## config.mk

```make
export PLATFORM = sky130hd
export DESIGN_NAME = fir_sample_feeder_flat
export DESIGN_NICKNAME = d
export VERILOG_FILES = /design/src/rtl/fir_sample_feeder_if.sv /design/src/rtl/fir_sample_feeder.sv /design/src/flat_wrapper.sv
export SDC_FILE = /design/constraint.sdc
export NUM_CORES = 1
export LEC_CHECK = 0
export BUFFER_PORTS_ARGS = -buffer_cell sky130_fd_sc_hd__buf_2
export CAP_MARGIN = 25
export CORE_UTILIZATION = 30
export DETAILED_ROUTE_END_ITERATION = 7
export HOLD_SLACK_MARGIN = 0.02
export PLACE_DENSITY = 0.48
export SLEW_MARGIN = 0
export SYNTH_ARGS = -nofsm -noshare
export SYNTH_HDL_FRONTEND = slang
export SYNTH_SLANG_ARGS = --single-unit
export TNS_END_PERCENT = 5
```

## constraint.sdc

```tcl
create_clock -name clk -period 5.8 [get_ports clk]
set_input_delay 1.16 -clock clk [delete_from_list [all_inputs] [get_ports clk]]
set_output_delay 1.16 -clock clk [all_outputs]
set_load 0.005 [all_outputs]
```

## src/rtl/fir_sample_feeder_if.sv

```systemverilog
// Valid/ready stream bundle used for both the sample input and the result output
// of the FIR sample feeder.
interface fir_sample_feeder_if #(
    parameter int DATA_WIDTH = 32
);
    logic [DATA_WIDTH-1:0] tdata;
    logic                  tvalid;
    logic                  tready;

    modport master (
        output tdata,
        output tvalid,
        input  tready
    );

    modport slave (
        input  tdata,
        input  tvalid,
        output tready
    );
endinterface

```

## src/rtl/fir_sample_feeder.sv

```systemverilog
// Streaming front-end for the FIR datapath: buffers samples in a FIFO, strobes each one
// into the datapath (sample then compute), and returns the result on a stream port.
module fir_sample_feeder #(
    parameter int DATA_WIDTH     = 32,
    parameter int FIFO_DEPTH     = 16,
    parameter int TIMEOUT_CYCLES = 1024
) (
    input  logic                          clk,
    input  logic                          rst,
    input  logic                          enable,
    fir_sample_feeder_if.slave            s_axis,
    fir_sample_feeder_if.master           m_axis,
    input  logic                          coefficient_loading_complete,
    output logic [DATA_WIDTH-1:0]         x_data,
    output logic                          x_data_valid,
    output logic                          compute,
    input  logic [DATA_WIDTH-1:0]         output_data,
    input  logic                          output_data_valid,
    output logic [$clog2(FIFO_DEPTH):0]   fifo_count,
    output logic                          busy,
    output logic                          timeout_err
);

    localparam int PTR_W = $clog2(FIFO_DEPTH);
    localparam int CNT_W = PTR_W + 1;
    localparam int TO_W  = $clog2(TIMEOUT_CYCLES) + 1;

    localparam logic [CNT_W-1:0] FIFO_FULL = CNT_W'(FIFO_DEPTH);
    localparam logic [TO_W-1:0]  TO_LIMIT  = TO_W'(TIMEOUT_CYCLES - 1);

    localparam logic [2:0] ST_IDLE    = 3'd0;
    localparam logic [2:0] ST_LOAD    = 3'd1;
    localparam logic [2:0] ST_COMPUTE = 3'd2;
    localparam logic [2:0] ST_WAIT    = 3'd3;
    localparam logic [2:0] ST_OUT     = 3'd4;

    logic [DATA_WIDTH-1:0] fifo_mem [FIFO_DEPTH];
    logic [PTR_W-1:0]      wr_ptr_reg;
    logic [PTR_W-1:0]      rd_ptr_reg;
    logic [CNT_W-1:0]      count_reg;
    logic [CNT_W-1:0]      count_next;

    logic [2:0]            state_reg;
    logic [TO_W-1:0]       timeout_cnt_reg;
    logic [DATA_WIDTH-1:0] x_data_reg;
    logic                  x_data_valid_reg;
    logic                  compute_reg;
    logic [DATA_WIDTH-1:0] m_tdata_reg;
    logic                  m_tvalid_reg;
    logic                  timeout_err_reg;

    logic s_ready;
    logic push;
    logic pop;
    logic launch;
    logic timeout_hit;

    assign s_ready = (count_reg != FIFO_FULL);
    assign push    = s_axis.tvalid && s_ready;
    assign pop     = (state_reg == ST_LOAD);
    assign launch  = enable && coefficient_loading_complete &&
                     (count_reg != '0) && !m_tvalid_reg;
    // Fires on the WAIT cycle whose increment would bring the counter to TIMEOUT_CYCLES-1.
    assign timeout_hit = ((timeout_cnt_reg + 1'b1) == TO_LIMIT);

    always_comb begin
        count_next = count_reg;
        case ({push, pop})
            2'b10:   count_next = count_reg + 1'b1;
            2'b01:   count_next = count_reg - 1'b1;
            default: count_next = count_reg;
        endcase
    end

    // Storage carries no reset so it maps onto block RAM.
    always_ff @(posedge clk) begin
        if (push) begin
            fifo_mem[wr_ptr_reg] <= s_axis.tdata;
        end
    end

    always_ff @(posedge clk) begin
        if (rst) begin
            wr_ptr_reg <= '0;
            rd_ptr_reg <= '0;
            count_reg  <= '0;
        end else begin
            if (push) begin
                wr_ptr_reg <= wr_ptr_reg + 1'b1;
            end
            if (pop) begin
                rd_ptr_reg <= rd_ptr_reg + 1'b1;
            end
            count_reg <= count_next;
        end
    end

    always_ff @(posedge clk) begin
        if (rst) begin
            state_reg        <= ST_IDLE;
            timeout_cnt_reg  <= '0;
            x_data_reg       <= '0;
            x_data_valid_reg <= 1'b0;
            compute_reg      <= 1'b0;
            m_tdata_reg      <= '0;
            m_tvalid_reg     <= 1'b0;
            timeout_err_reg  <= 1'b0;
        end else begin
            x_data_valid_reg <= 1'b0;
            compute_reg      <= 1'b0;
            case (state_reg)
                ST_IDLE: begin
                    // Head is read on the launch edge so it is on x_data throughout LOAD.
                    if (launch) begin
                        x_data_reg       <= fifo_mem[rd_ptr_reg];
                        x_data_valid_reg <= 1'b1;
                        state_reg        <= ST_LOAD;
                    end
                end
                ST_LOAD: begin
                    compute_reg <= 1'b1;
                    state_reg   <= ST_COMPUTE;
                end
                ST_COMPUTE: begin
                    timeout_cnt_reg <= '0;
                    state_reg       <= ST_WAIT;
                end
                ST_WAIT: begin
                    if (output_data_valid) begin
                        m_tdata_reg  <= output_data;
                        m_tvalid_reg <= 1'b1;
                        state_reg    <= ST_OUT;
                    end else if (timeout_hit) begin
                        timeout_err_reg <= 1'b1;
                        state_reg       <= ST_IDLE;
                    end else begin
                        timeout_cnt_reg <= timeout_cnt_reg + 1'b1;
                    end
                end
                ST_OUT: begin
                    if (m_axis.tready) begin
                        m_tvalid_reg <= 1'b0;
                        state_reg    <= ST_IDLE;
                    end
                end
                default: begin
                    state_reg <= ST_IDLE;
                end
            endcase
        end
    end

    assign s_axis.tready = s_ready;
    assign m_axis.tdata  = m_tdata_reg;
    assign m_axis.tvalid = m_tvalid_reg;
    assign x_data        = x_data_reg;
    assign x_data_valid  = x_data_valid_reg;
    assign compute       = compute_reg;
    assign fifo_count    = count_reg;
    assign busy          = (state_reg != ST_IDLE);
    assign timeout_err   = timeout_err_reg;

endmodule
```

## src/flat_wrapper.sv

```systemverilog
// flat-port wrapper written by rule: the top's interface ports become plain ports
module fir_sample_feeder_flat 
#(
    parameter int DATA_WIDTH     = 32,
    parameter int FIFO_DEPTH     = 16,
    parameter int TIMEOUT_CYCLES = 1024
)
  (clk, rst, enable, coefficient_loading_complete, x_data, x_data_valid, compute, output_data, output_data_valid, fifo_count, busy, timeout_err, s_axis_tdata, s_axis_tvalid, s_axis_tready, m_axis_tdata, m_axis_tvalid, m_axis_tready);
  fir_sample_feeder_if #(.DATA_WIDTH(DATA_WIDTH)) s_axis_i ();
  fir_sample_feeder_if #(.DATA_WIDTH(DATA_WIDTH)) m_axis_i ();
  input  logic clk;
  input  logic rst;
  input  logic enable;
  input  logic coefficient_loading_complete;
  output logic [DATA_WIDTH-1:0] x_data;
  output logic x_data_valid;
  output logic compute;
  input  logic [DATA_WIDTH-1:0] output_data;
  input  logic output_data_valid;
  output logic [$clog2(FIFO_DEPTH):0] fifo_count;
  output logic busy;
  output logic timeout_err;
  input wire logic [$bits(s_axis_i.tdata)-1:0] s_axis_tdata;
  input wire logic [$bits(s_axis_i.tvalid)-1:0] s_axis_tvalid;
  output wire logic [$bits(s_axis_i.tready)-1:0] s_axis_tready;
  output wire logic [$bits(m_axis_i.tdata)-1:0] m_axis_tdata;
  output wire logic [$bits(m_axis_i.tvalid)-1:0] m_axis_tvalid;
  input wire logic [$bits(m_axis_i.tready)-1:0] m_axis_tready;
  assign s_axis_i.tdata = s_axis_tdata;
  assign s_axis_i.tvalid = s_axis_tvalid;
  assign s_axis_tready = s_axis_i.tready;
  assign m_axis_tdata = m_axis_i.tdata;
  assign m_axis_tvalid = m_axis_i.tvalid;
  assign m_axis_i.tready = m_axis_tready;
  fir_sample_feeder #(.DATA_WIDTH(DATA_WIDTH), .FIFO_DEPTH(FIFO_DEPTH), .TIMEOUT_CYCLES(TIMEOUT_CYCLES)) u_core (.clk(clk), .rst(rst), .enable(enable), .s_axis(s_axis_i), .m_axis(m_axis_i), .coefficient_loading_complete(coefficient_loading_complete), .x_data(x_data), .x_data_valid(x_data_valid), .compute(compute), .output_data(output_data), .output_data_valid(output_data_valid), .fifo_count(fifo_count), .busy(busy), .timeout_err(timeout_err));
endmodule
```

* Word-level counts from Yosys, hierarchy flattened
Memory sizes are Yosys's and may differ from the RTL's. A register that Yosys moved wholly into a read port is not among the register bits.
Index checks and enable logic that the tools add are counted.
** Storage, ports and cells
- Bits in writable memories :: 512
- Logic and storage cells :: 66
- Flip-flop bits (word level) :: 63
- Memories :: 1
** Memories
- u_core.fifo_mem :: words 16, bits a word 32, rd ports 1, clocked after Yosys merged registers in 1, write ports 1, line fir_sample_feeder.sv:37 : logic [DATA_WIDTH-1:0] fifo_mem [FIFO_DEPTH];
** Cells by class
- Multiplexer cells :: 16
- Add/subtract/negate cells :: 5
- Bitwise logic cells :: 2
- Reductions and logical operators :: 18
- Equal/unequal tests :: 14
** Operators by type and width (number)
- 2-to-1 mux 11 bit :: 2
- case mux 11 bit (2 select lines) :: 1
- case mux 3 bit (5 select lines) :: 1
- 2-to-1 mux 3 bit :: 4
- AND reduction 3 bit :: 4
- adder 11 x 1 -> 11 bit (second input constant) :: 1
- equality test 11 x 10 -> 1 bit (second input constant) :: 1
- case mux 5 bit (2 select lines) :: 1
- adder 4 x 1 -> 4 bit (second input constant) :: 2
- != test 2 bit (second input constant) :: 4
- equality test 3 x 2 -> 1 bit (second input constant) :: 2
- 2-to-1 mux 1 bit :: 6
- nonzero test 2 bit :: 3
- adder 5 x 1 -> 5 bit (second input constant) :: 1
- != test 5 bit (second input constant) :: 1
- nonzero test 5 bit :: 1
- subtractor 5 x 1 -> 5 bit (second input constant) :: 1
- logical AND 1 bit :: 4
- AND reduction 2 bit :: 2
- equality test 3 x 1 -> 1 bit (second input constant) :: 1
- equality test 3 bit (second input constant) :: 1
- zero test 3 bit :: 1
- != test 3 x 2 -> 1 bit (second input constant) :: 1
- nonzero test 3 bit :: 1
- other kinds (7) :: 8

* Depth between registers and ports, before layout
Gate-level depths: netlist of the first run.
- Depth in word-level cells :: 5
- Mapped depth :: 16
- Mapped depth without buffers :: 13

* Worst setup path after synthesis of the first run
Ideal clock, no wire load.
- Path type :: input-to-reg
- Start point :: in s_axis_tvalid
- End point :: mem u_core.fifo_mem[3][0] (enable)
- Setup slack :: 1.426 ns
- Stages :: 4
- Arrival time :: 3.913 ns
- Cell sequence :: and2_1 clkbuf_1 nand2_1 nor3_1
** Between the ends
- Cells in the longest elaborated chain, start to end :: 3
** Ends and longest elaborated chain
- start: declaration :: line flat_wrapper.sv:24 : input wire logic [$bits(s_axis_i.tvalid)-1:0] s_axis_tvalid;
- logical AND 1 bit :: line fir_sample_feeder.sv:59 : assign push = s_axis.tvalid && s_ready;
- 2-to-1 mux 1 bit :: line fir_sample_feeder.sv:77 : if (push) begin
- 2-to-1 mux 1 bit (implied by the code) :: line fir_sample_feeder.sv:78 : fifo_mem[wr_ptr_reg] <= s_axis.tdata;
- end: declaration :: line fir_sample_feeder.sv:37
No other way between the ends.

* Worst setup path after layout of the first run
- Start point :: reg u_core.state_reg[0]
- End point :: reg u_core.count_reg[4], in the netlist u_core.fifo_count[4]
** Between the ends
- Cells in the longest elaborated chain, start to end :: 3
- Elaborated cells on any way between the ends :: 5
- Those cells by class :: eq/ne (3); mux (1); reduce/logical (1)
** Ends and longest elaborated chain
- start: declaration :: line fir_sample_feeder.sv:43 : logic [2:0] state_reg;
- start signal: assignment :: line fir_sample_feeder.sv:100 : state_reg <= ST_IDLE;
- start signal: assignment :: line fir_sample_feeder.sv:117 : state_reg <= ST_LOAD;
- start signal: assignment :: line fir_sample_feeder.sv:122 : state_reg <= ST_COMPUTE;
- equality test 3 x 1 -> 1 bit (*) :: line fir_sample_feeder.sv:60 : assign pop = (state_reg == ST_LOAD);
- net u_core.pop :: line fir_sample_feeder.sv:54 : logic pop;
- equality test 2 x 1 -> 1 bit or equality test 2 bit (tied branches) :: line fir_sample_feeder.sv:68 : case ({push, pop})
- case mux 5 bit (2 select lines) or nonzero test 2 bit (tied branches)
- end signal: assignment :: line fir_sample_feeder.sv:94 : count_reg <= count_next;
- end: declaration :: line fir_sample_feeder.sv:40 : logic [CNT_W-1:0] count_reg;
Mark *: on every way through the listed nets, which the timed path passes. The rest lies on a longest branch.
A chain may end at the register's enable or synchronous reset.

==> flow_summary.ini, run 1 <==
[run_status]
status = complete, no violations

[sta]
max_freq_mhz = 323.6
setup_viol = 0
fin_crit_ns = 3.090
slew_violations = 0
rsz0062_at_grt = false
hold_viol_final = 0
clock_skew_ns = 0.02902
slew_headroom_pct = 36.97
worstMarginPinSlew_ns = 0.9455
min_period_over_period_pct = 53.28
tns_ns = 0

[layout]
area_growth_pct = 19.33
drive_gt1_share_pct = 29.06
num-nets-final = 1516
final_core_util_pct = 36.18
num-fill-cells = 7100
largest_reg_flops = 512

[clock_tree]
cts_buffers = 68
cts_root_buf = clkbuf_16
cts_tree = done
cts_max_level = 3
clockBufferDepth = 3
cts.sinks = 607
cts_resized = 0
cts_setup_buffers = 0
cts.clk_slew.worst_paths_ns = 0.06
clk_latency_ns = 0.61
hold_buffers = 0

[synth]
syn_avg_cell_area_um2 = 18.13
synth_warnings = 0
yosys.area_share.simple_pct = 4.135
syn_nets = 1351
postSynthCellCount = 1270
synth_top_family_by_area = multiplexers
async_flop_share_pct = 0
mappedNetlistArea_um2 = 23030
synthXorXnorAreaFrac_pct = 0.5325
synth-edff-count = 512
synth-seq-cells = 607
synth_cell_type_count = 47
synth_mux_area_share_pct = 12.70
synth_compound_area_share_pct = 5.537
synth_fa_ha_area_share_pct = 0.5434
ys.flop_type = edfxtp_1
synth-seq-area-share_pct = 75.03

[grt]
grt_usage_pct = 14.51
grt_pass1_vias = 12360
grt_pass1_wl_mm = 83.23
grt_max_degree = 73
antenna_found_initial = 1
grt_overflow_total = 0

[critical_path]
ff2ff_setup_slack_ns = 2.71
slowest_stage = nor3_1
end_kind = register
crit_path_start_kind = register
reg2reg_from = u_core.state_reg[0]$_SDFFE_PP0P_
critPathArrivalTime_ns = 3.55
worstReg2RegEnd = u_core.fifo_count[4]$_SDFFE_PP0P_
crit_chain = inv_1 > nor3_1 > ha_1 > xor2_1 > ha_1 > a21oi_1 > a311oi_1 > nor2_1 > xnor2_1 > nor2_1
cp_top_family = simple AND/OR/NAND/NOR gates
worstPathRequired_ns = 6.26
worst-path-max-fanout = 12
critPathMaxStageDelay_ns = 0.71
reg2reg_depth = 10
critPathKind = reg2reg
cp.buffers_inverters = 1

[floorplanning]
die_w_um = 279.1
die-area_um2 = 77870
num_rows = 101
core-area_um2 = 75950
io_pins = 146
start_util_pct = 30.32
die_y_um = 279.1

[routing]
drc = 0
drt-vias-per-instance = 4.852
drtAntennaViolNets = 0
drtIter0Drc = 1125
wl_mm = 56.32
wire_per_inst_um = 22.34
dr.pass1.iters = 5
vias = 12230

[pwr]
p_leak_nw = 8.821
power_per_cell_area_nw_per_um2 = 391.1
vdd_ir_drop_max_v = 0.0002374

[placement]
finalWeightedCongestion = 0.7390
dp_hpwl_mm = 34.32
io_buffers = 145

[flow_run]
maxCapViolCount = 0

[hold_path]
hp-class = reg2reg
min_delay_worst_endpoint = u_core.m_axis.tdata[24]$_SDFFE_PP0P_
holdPathStages = 2
min_from = u_core.m_axis.tdata[24]$_SDFFE_PP0P_
[report_power, final]
group	internal (W)	switching, W
Clock	0.00249	0.00172
Combinational	0.000716	0.000789
Sequential	0.00488	0.000151
Total	0.00808	0.00266
[worst min-delay path: stages, from the launching register on]
cell	delay [ns]
dfxtp_1	0.30
nand2_1	0.05
a21oi_1	0.05
[how the worst max path moves through the flow]
stage,from,endpoint,slack [ns],depth (start not counted)
global placement,s_axis_tvalid,u_core.fifo_mem[7][13]$_DFFE_PP_,2.38,4
CTS,u_core.state_reg[0]$_SDFFE_PP0P_,u_core.fifo_count[4]$_SDFFE_PP0P_,2.68,10
global route,u_core.state_reg[0]$_SDFFE_PP0P_,u_core.fifo_count[4]$_SDFFE_PP0P_,2.42,10
detailed placement,s_axis_tvalid,u_core.fifo_mem[8][15]$_DFFE_PP_,2.37,5
floorplan,s_axis_tvalid,u_core.fifo_mem[3][0]$_DFFE_PP_,1.43,4
finish,u_core.state_reg[0]$_SDFFE_PP0P_,u_core.fifo_count[4]$_SDFFE_PP0P_,2.71,10
[cell usage after synthesis (2+ instances only)]
cell	count	share of area (%)
o31ai_1	5	0.16
mux2i_1	3	0.13
buf_2	14	0.30
nor3_1	8	0.17
nand2b_1	4	0.11
edfxtp_1	512	67
ha_1	10	0.54
a31oi_1	2	0.054
nor2_1	74	1.2
nor2b_1	7	0.19
nand4b_1	2	0.076
a22oi_1	64	2.1
or3_1	6	0.16
nand3b_1	3	0.098
mux4_2	128	13
xor2_1	9	0.34
nand2_1	87	1.4
xnor2_1	5	0.19
inv_1	7	0.11
a211oi_1	4	0.13
or2_2	2	0.054
o21ai_0	8	0.17
dfxtp_1	95	8.3
nor4_1	3	0.082
nand3_1	5	0.11
buf_1	8	0.13
and2_1	6	0.16
a21oi_1	112	2.4
or3b_2	2	0.076
nand4_1	4	0.11
clkbuf_1	55	0.90
[cell families after synthesis]
family	Yosys count
XOR/XNOR	14
multiplexers	132
AND/OR/NAND/NOR	216
flip-flops	607
buffers and inverters	86
AO/OA/AOI/OAI	205
adder cells (fa/ha/maj)	10
[final cells by class]
cell class	instances	area [um^2]	share of cell area (%)
inverter	7	26.28	0.09562
clock inverter	27	214.0	0.7787
sequential	607	17280	62.90
clock buffer	98	1993	7.254
multi-input combinational	577	5543	20.17
tap	1030	1289	4.690
timing repair buffer	174	1126	4.098
antenna	1	2.502	0.009107
[placed cells by master, fill, tap and decap left out, types with 5 or more instances in the layout]
cell type	synthesis	final
or3_1	6	6
ha_1	10	10
clkbuf_8	0	9
nand3_1	5	5
nor2_4	0	13
mux4_2	128	128
dfxtp_1	95	93
buf_4	1	17
a22oi_1	64	64
buf_2	14	144
clkbuf_1	55	16
nor2b_1	7	5
clkbuf_16	0	72
buf_12	0	9
inv_1	7	7
o21ai_0	8	8
a21oi_1	112	112
and2_1	6	5
nand2_1	87	87
edfxtp_1	512	512
clkinv_2	0	8
o31ai_1	5	5
nor2_1	74	60
xor2_1	9	9
xnor2_1	5	5
clkinv_1	0	10
[routing by layer]
metal	track usage (%)	vias up	wire length, um
li1	-	5412	-
met1	21.31	6387	26960
met2	21.75	364	25320
met3	2.519	69	2939
met4	4.621	0	1101
met5	0	-	0
[through the flow]
| stage | hold WS [ns] | instance area, um^2 | instances | power [W] | setup slack [ns] |
|---|---|---|---|---|---|
| after floorplan | 0.4465 | 23030 | 1270 | 0.006124 | 1.426 |
| after global placement | 0.4397 | 25030 | 2384 | 0.006652 | 2.385 |
| after detailed placement | 0.4441 | 25270 | 2395 | 0.006665 | 2.373 |
| after CTS | 0.4518 | 27480 | 2520 | 0.01091 | 2.684 |
| after global routing | 0.4709 | 27480 | 2521 | 0.01120 | 2.421 |
| final | 0.4497 | 27480 | 2521 | 0.01075 | 2.710 |
No activity file was read; power rests on OpenSTA's default activity.
==> run 2: changes to the inputs <==
==> constraint.sdc (replaced) <==
create_clock -name clk -period 3.25 [get_ports clk]
set_input_delay 0.65 -clock clk [delete_from_list [all_inputs] [get_ports clk]]
set_output_delay 0.65 -clock clk [all_outputs]
set_load 0.005 [all_outputs]
==> run 2 against run 1 <==
Compared with the run above: setup slack got worse by 2.3 ns; count of clock-buffer cells in the layout is 11 lower; non-clock buffer count grew 22; cell count grew 0.75%; highest routed layer is now met5; design area grew 0.79%; total power grew 78%; critical path depth is 1 higher; sequential share of layout area down 0.49 points; flip-flop and latch count stayed put.
==> flow_summary.ini, run 2 (synthesis results as in run 1) <==
[placement]
finalWeightedCongestion = 0.7276
dpl-instance-area_um2 = 25520
place_ws_ns = 0.4733
dp_hpwl_mm = 31.29
io_buffers = 145

[clock_tree]
clockBufferDepth = 3
cts_max_level = 3
cts_setup_buffers = 0
cts_tree = done
cts_buffers = 69
cts_root_buf = clkbuf_16
cts.clk_slew.worst_paths_ns = 0.06
cts_resized = 0
hold_buffers = 0
clk_latency_ns = 0.63
cts.sinks = 607

[grt]
grt_pass1_wl_mm = 83.60
grt_pass1_vias = 12880
grt_overflow_total = 0
grt_max_degree = 55
grt_usage_pct = 14.48
antenna_found_initial = 4

[critical_path]
crit_path_start_kind = register
slowest_stage = nor4_1
worst-path-max-fanout = 9
end_kind = register
critPathKind = reg2reg
critPathArrivalTime_ns = 3.33
worstPathRequired_ns = 3.78
critPathMaxStageDelay_ns = 0.40
crit_chain = nor4_1 > nand2_1 > and2_1 > inv_1 > ha_1 > xor2_1 > ha_1 > a21oi_1 > xor2_1 > or3_1 > a21oi_1

[pwr]
vdd_ir_drop_max_v = 0.0003498
power_w = 0.01917
swShare_pct = 24.89
clkPwrFrac_pct = 38.9
power_switching_w = 0.004772
seqPwrFrac_pct = 46.4
p_leak_nw = 8.914
combPwrFrac_pct = 14.7
internal_power_w = 0.01440
power_per_cell_area_nw_per_um2 = 692.3

[sta]
rsz0062_at_grt = false
slew_violations = 0
setup_viol = 0
hold_viol_final = 0
fin_crit_ns = 2.801
post-route-worst-setup-slack_ns = 0.4491
clock_skew_ns = 0.03759
min_period_over_period_pct = 86.18
slew_headroom_pct = 47.74
worstMarginPinSlew_ns = 0.7840
max_freq_mhz = 357.0
whs_ns = 0.2869

[hold_path]
hp-class = in2reg

[routing]
drc = 0
wire_per_inst_um = 21.78
wl_mm = 55.32
vias = 12170
drtIter0Drc = 881
drt-vias-per-instance = 4.792
dr.pass1.iters = 5
drtAntennaViolNets = 0

[layout]
area_growth_pct = 20.27
final_common_cell = edfxtp_1
final_core_util_pct = 36.47
design_area_um2 = 27700
drive_gt1_share_pct = 29.87
largest_reg_flops = 512
final_cell_mix = edfxtp_1 (512), buf_2 (144), mux4_2 (128), a21oi_1 (112), dfxtp_1 (93)
num-nets-final = 1539
antenna_cells = 0

[floorplanning]
num_rows = 101
die_y_um = 279.1
core-area_um2 = 75950
io_pins = 146
die_w_um = 279.1
die-area_um2 = 77870
start_util_pct = 30.32

[flow_run]
maxCapViolCount = 0

[run_status]
status = complete, no violations
## run 2: cell count changes in the layout (fill, tap and decap cells not counted), moves of 3 or more
cell | before | now
clkinv_1 | 10 | 13
buf_16 | 3 | 0
buf_4 | 17 | 31
buf_12 | 9 | 21
clkinvlp_4 | 0 | 3
clkbuf_16 | 72 | 69
clkbuf_8 | 9 | 3
## run 2: through the flow
step | cells | setup TNS [ns]
after floorplan | 1270 | -65.27
after global placement | 2416 | 0
after detailed placement | 2417 | 0
after CTS | 2540 | 0
after global routing | 2540 | 0
final | 2540 | 0
## run 2: final cells by class
type	count	area (um^2)
fill	7115	48250
sequential	607	17280
multi-input combinational	577	5549
clock buffer	87	1824
timing repair buffer	196	1374
tap	1030	1289
clock inverter	36	349.1
inverter	7	26.28
## run 2: layer usage
layer  track usage (%)  wire, um  up-vias
li1                  -         -     5449
met1             19.31     24470     6306
met2             23.84     26900      326
met3             3.063      2755       87
met4             3.973      1178        4
met5                 0        23        -
## run 2: power by group through the flow
stage / Sequential, W / Combinational (W) / Clock, W
after floorplan: 0.00897 / 0.00196 / 0
after global placement: 0.00907 / 0.00289 / 0
after detailed placement: 0.00908 / 0.00290 / 0
after CTS: 0.00892 / 0.00291 / 0.00768
after global routing: 0.00894 / 0.00311 / 0.00796
final: 0.00891 / 0.00282 / 0.00745
## run 2: critical path, delay by kind of cell (launching register included)
family                   cells  cell delay [ns]
AND/OR/NAND/NOR              4             1.11
adder cells (fa/ha/maj)      2             0.53
flip-flops                   1             0.39
AO/OA/AOI/OAI                2             0.37
XOR/XNOR                     2             0.22
buffers and inverters        1             0.12
## run 2: worst paths after layout
check / from / endpoint / slack (ns) / depth (start not counted)
worst max register to register: u_core.fifo_count[1]$_SDFFE_PP0P_ / u_core.fifo_count[2]$_SDFFE_PP0P_ / 0.45 / 11
worst min register to register: u_core.m_axis.tdata[8]$_SDFFE_PP0P_ / u_core.m_axis.tdata[8]$_SDFFE_PP0P_ / 0.45 / 2
worst min-delay path: output_data[19] / u_core.m_axis.tdata[19]$_SDFFE_PP0P_ / 0.29 / 3
worst max-delay path: u_core.fifo_count[1]$_SDFFE_PP0P_ / u_core.fifo_count[2]$_SDFFE_PP0P_ / 0.45 / 11
